$ cat config.mk
export PLATFORM = sky130hd
export DESIGN_NAME = axis_abs_log_conv
export DESIGN_NICKNAME = d
export VERILOG_FILES = /design/src/rtl/axis_abs_log_conv.sv
export SDC_FILE = /design/constraint.sdc
export NUM_CORES = 1
export LEC_CHECK = 0
export BUFFER_PORTS_ARGS = -buffer_cell sky130_fd_sc_hd__buf_2
export CORE_ASPECT_RATIO = 1.2
export CORE_MARGIN = 4
export CORE_UTILIZATION = 53
export DETAILED_ROUTE_END_ITERATION = 10
export GPL_TIMING_DRIVEN = 0
export PLACE_DENSITY = 0.84
export SLEW_MARGIN = 20
export SYNTH_ARGS = -nofsm -noshare
export SYNTH_HDL_FRONTEND = slang
export SYNTH_SLANG_ARGS = --single-unit
$ cat constraint.sdc
create_clock -name a_clk -period 7.45 [get_ports a_clk]
set_input_delay 1.49 -clock a_clk [delete_from_list [all_inputs] [get_ports a_clk]]
set_output_delay 1.49 -clock a_clk [all_outputs]
set_load 0.01 [all_outputs]
$ cat src/rtl/axis_abs_log_conv.sv
// rtl/axis_abs_log_conv.sv - pipelined fixed-point log2/ln of an unsigned magnitude stream
// Leading-one detect, Mitchell mantissa, 16-segment midpoint correction; fixed 5-cycle latency.
module axis_abs_log_conv #(
    parameter int IN_WIDTH  = 32,
    parameter int FRAC_BITS = 24,
    parameter int LN_MODE   = 1,
    parameter int LN2_Q16   = 45426
) (
    input  logic                a_clk,
    input  logic                a_reset,
    input  logic [IN_WIDTH-1:0] S_AXIS_tdata,
    input  logic                S_AXIS_tvalid,
    input  logic [31:0]         log_offset,
    output logic [31:0]         M_AXIS_tdata,
    output logic                M_AXIS_tvalid,
    output logic                M_AXIS_zero
);

    // Midpoint residual of log2(1+m) - m for each of the 16 mantissa segments.
    function automatic logic [31:0] corr_entry(input int i);
        real m;
        real g;
        m = (real'(i) + 0.5) / 16.0;
        g = ($ln(1.0 + m) / $ln(2.0) - m) * (2.0 ** FRAC_BITS);
        return 32'($rtoi(g + 0.5));
    endfunction

    logic [31:0] w_corr [16];
    for (genvar gi = 0; gi < 16; gi++) begin : g_corr
        assign w_corr[gi] = corr_entry(gi);
    end

    logic [4:0]                    r_vld;
    logic [IN_WIDTH-1:0]           r_s1_x;
    logic [IN_WIDTH-1:0]           r_s2_x;
    logic                          r_s1_z;
    logic                          r_s2_z;
    logic                          r_s3_z;
    logic                          r_s4_z;
    logic [5:0]                    r_s2_e;
    logic [5:0]                    r_s3_e;
    logic [FRAC_BITS-1:0]          r_s3_f;
    logic [31:0]                   r_s4_l2;
    logic [31:0]                   r_tdata;
    logic                          r_zero;

    logic [5:0]                    w_e;
    logic [IN_WIDTH-1:0]           w_norm;
    logic [IN_WIDTH+FRAC_BITS-1:0] w_ext;
    logic [FRAC_BITS-1:0]          w_f;
    logic [31:0]                   w_l2;
    logic signed [47:0]            w_l2_ext;
    logic signed [47:0]            w_ln2;
    logic signed [47:0]            w_prod;
    logic [31:0]                   w_r;

    // Highest set bit wins; x==0 leaves e at 0.
    always_comb begin
        w_e = '0;
        for (int i = 0; i < IN_WIDTH; i++) begin
            if (r_s1_x[i]) begin
                w_e = 6'(i);
            end
        end
    end

    // Leading one lands on the MSB; the bits beneath it form the left-aligned mantissa.
    assign w_norm   = r_s2_x << (6'(IN_WIDTH - 1) - r_s2_e);
    assign w_ext    = {w_norm, {FRAC_BITS{1'b0}}};
    assign w_f      = FRAC_BITS'(w_ext >> (IN_WIDTH - 1));

    assign w_l2     = (32'(r_s3_e) << FRAC_BITS) + 32'(r_s3_f)
                      + w_corr[r_s3_f[FRAC_BITS-1 -: 4]];

    assign w_l2_ext = 48'($signed(r_s4_l2));
    assign w_ln2    = 48'(LN2_Q16);
    assign w_prod   = w_l2_ext * w_ln2;
    assign w_r      = (LN_MODE != 0) ? 32'(w_prod >>> 16) : r_s4_l2;

    always_ff @(posedge a_clk or posedge a_reset) begin
        if (a_reset) begin
            r_vld   <= '0;
            r_s1_x  <= '0;
            r_s2_x  <= '0;
            r_s1_z  <= 1'b0;
            r_s2_z  <= 1'b0;
            r_s3_z  <= 1'b0;
            r_s4_z  <= 1'b0;
            r_s2_e  <= '0;
            r_s3_e  <= '0;
            r_s3_f  <= '0;
            r_s4_l2 <= '0;
            r_tdata <= '0;
            r_zero  <= 1'b0;
        end else begin
            r_vld   <= {r_vld[3:0], S_AXIS_tvalid};
            r_s1_x  <= S_AXIS_tdata;
            r_s1_z  <= (S_AXIS_tdata == '0);
            r_s2_x  <= r_s1_x;
            r_s2_e  <= w_e;
            r_s2_z  <= r_s1_z;
            r_s3_e  <= r_s2_e;
            r_s3_f  <= w_f;
            r_s3_z  <= r_s2_z;
            r_s4_l2 <= w_l2;
            r_s4_z  <= r_s3_z;
            r_tdata <= r_s4_z ? 32'h8000_0000 : (w_r + log_offset);
            r_zero  <= r_s4_z;
        end
    end

    assign M_AXIS_tdata  = r_tdata;
    assign M_AXIS_tvalid = r_vld[4];
    assign M_AXIS_zero   = r_zero;

endmodule

==> results.json <==
{
  "root_buffer": "clkbuf_16",
  "setup_slack_ns": -0.3845,
  "start_util_pct": 54.02,
  "cts_sinks": 169,
  "die-area_um2": 34990,
  "finish.instance_area_um2": 19930,
  "r2r_cells": 31,
  "max_freq_mhz": 127.6,
  "period_needed_ns": 7.834,
  "start_kind": "register",
  "synthArstFlopShare_pct": 100.0,
  "synth_area_leaders": "dfrtp_1 (25%), ha_1 (19%), fa_1 (18%)",
  "hold_violations": 0,
  "arrival_ns": 8.19,
  "nNetsFinal": 2404,
  "syn_to_final_growth_pct": 17.31,
  "netlist_instances": 1726,
  "fin_hold_ws_ns": 0.3529,
  "status": "complete, but fails checks",
  "cts_tree": "done",
  "yosys.area.top_type_share_pct": 24.90,
  "cts_buffer_depth": 2,
  "reg2reg_slack_ns": -0.38,
  "violations": "negative setup slack",
  "grt_pass1_wl_mm": 69.41,
  "regArea_um2": 4255,
  "critPathLaunch": "r_s4_l2[11]",
  "path_class": "reg2reg",
  "worstPathMaxFanout": 5,
  "setup_viol": 9,
  "wire_per_inst_um": 21.18,
  "finalCritPeriodShare_pct": 105.2,
  "drive_above_1_share_pct": 19.58,
  "grt_max_degree": 93,
  "ys_types": 70,
  "clk_pin_slew_worst_paths_ns": 0.09,
  "finalMaxSlewViolations": 0,
  "final.setup.tns_ns": -2.082,
  "routed_wl_mm": 49.49,
  "synth_mux_area_share_pct": 4.633,
  "syn_area_um2": 16990,
  "die_height_um": 204.1,
  "synth_edf_count": 0,
  "synth_ff_type": "dfrtp_1",
  "avgSynthCellArea_um2": 9.842,
  "synthAdderAreaFrac_pct": 37.39,
  "coreArea_um2": 31450,
  "timing.rr.end": "M_AXIS_tdata[30]",
  "grt_pass1_vias": 14380,
  "synth-compound-area-share_pct": 12.44,
  "antenna_found_initial": 1,
  "pin_count": 101,
  "num_rows": 71,
  "drc_errors": 0,
  "skew_ns": 0.01569,
  "synth_top_family_by_area": "adder cells",
  "multi_input_area_um2": 12080,
  "critPathRequiredTime_ns": 7.81,
  "synth_xor_area_share_pct": 3.609,
  "grt_overflow_total": 0,
  "rsz0062_at_grt": "yes",
  "layout_common_cells": "inv_1 (313), ha_1 (234), fa_1 (151)",
  "dp_hpwl_mm": 32.15,
  "dieWidth_um": 171.4,
  "drtPass1Iterations": 6,
  "min_path_type": "reg2reg",
  "clock_latency_ns": 0.47,
  "gp_congestion": 0.9507,
  "drv_cap": 0,
  "max_slew.worst_pin.slew_ns": 0.8081,
  "antenna_cells": 0,
  "endpoint_kind": "register",
  "vias": 14330,
  "synth_top_cell_by_area": "dfrtp_1",
  "yosys.area_share.simple_pct": 9.140,
  "synth_nets": 2207,
  "io_buffers": 100,
  "first_iter_violations": 1114,
  "nFillCells": 2226,
  "synth_seq_cells": 169,
  "yosys_warnings": 0,
  "placed_area_um2": 18020,
  "crit_top_cell": "inv_1",
  "htree_levels": 4,
  "final_common_cell": "inv_1",
  "slowest_delay_ns": 0.55,
  "post-place-ws_ns": -0.6507,
  "slowest_stage": "fa_1",
  "ys_seq_area_share_pct": 24.90,
  "slew_headroom_pct": 46.13,
  "grt_usage_pct": 25.01,
  "endpoint": "M_AXIS_tdata[30]",
  "viasPerCell": 6.133,
  "cts_buffers": 17,
  "ant_nets": 0,
  "r2r-start": "r_s4_l2[11]"
}
-- cells by family (layout without fill, tap and decap cells) --
family                   Yosys count  count (layout)
AO/OA/AOI/OAI                    328             328
XOR/XNOR                          70              70
AND/OR/NAND/NOR                  328             328
adder cells (fa/ha/maj)          414             414
buffers and inverters            357             567
flip-flops                       169             169
multiplexers                      60              60
-- flip-flops by register name, indices dropped and copies added (netlist names) --
| register | cells |
|---|---|
| M_AXIS_tdata | 32 |
| r_s1_x | 32 |
| r_s2_x | 31 |
| r_s4_l2 | 30 |
| r_s3_f | 24 |
| r_s2_e | 5 |
| r_s3_e | 5 |
| r_vld | 5 |
| M_AXIS_zero | 1 |
| r_s1_z | 1 |
| r_s2_z | 1 |
| r_s3_z | 1 |
| r_s4_z | 1 |
-- cell usage after synthesis, types with 5 or more instances --
library cell / number
and3_1: 14
a211oi_1: 20
o211ai_1: 9
mux2_2: 17
nor2_1: 100
ha_1: 258
clkbuf_1: 32
inv_1: 317
o22ai_1: 6
nand4_1: 10
xor2_1: 22
o21ai_0: 73
nand2_1: 91
a21oi_1: 94
o31ai_1: 7
nor3_1: 27
and2_1: 9
xnor2_1: 48
mux2i_1: 28
nand2b_1: 10
a21o_1: 32
fa_1: 156
nor2b_1: 18
buf_1: 5
nand3_1: 17
mux4_2: 13
o21a_1: 12
dfrtp_1: 169
o21bai_1: 19
nor4_1: 16
a31oi_1: 10
-- metrics by stage --
step / instances / utilization [%]
2_1_floorplan: 1726 / -
3_5_place_dp: 2228 / 57.32
5_1_grt: 2337 / 63.37
4_1_cts: 2293 / 60.78
6_report: 2337 / 63.37
3_3_place_gp: 2227 / 57.21
-- critical path, delay by kind of cell, from the launching register on --
kind	cells	cell delay, ns
xor+xnor	1	0.23
flops	1	0.45
simple gates	2	0.40
mux	1	0.32
compound gates	12	2.19
buf+inv	7	0.66
fa+ha+maj	8	3.47
-- worst min path at each step --
stage | depth (start not counted) | startpoint | endpoint
global route | 0 | r_vld[2] | r_vld[3]
finish | 0 | r_vld[1] | r_vld[2]
CTS | 0 | r_s2_z | r_s3_z
floorplan | 0 | r_s1_x[0] | r_s2_x[0]
detailed placement | 0 | r_vld[1] | r_vld[2]
global placement | 0 | r_s1_x[0] | r_s2_x[0]
-- per-layer routing --
metal / vias to the layer above / global-route usage, % / routed length (um)
li1: 6186 / - / -
met1: 6880 / 26.47 / 16140
met2: 896 / 46.44 / 24990
met3: 368 / 4.101 / 3815
met4: 2 / 13.98 / 4531
met5: - / 0 / 15
-- cell type report --
type | count | share of cell area, %
clock buffers | 17 | 2.135
well taps | 401 | 2.518
plain buffers | 37 | 0.7032
clock inverters | 15 | 0.9606
inverters | 319 | 6.046
multi-input cells | 1200 | 60.63
flip-flops and latches | 169 | 21.35
repair buffers | 179 | 5.651
-- what timing repair did --
item | in CTS | in global routing
setup buffers | 34 | 44
pin swaps | 32 | 89
gates resized for setup | 55 | 94
setup endpoints to repair | 15 | 18
hold buffers | 0 | 0
Power is not shown: default switching activity piles up to over one toggle a cycle in this logic, so the estimate is an artifact.
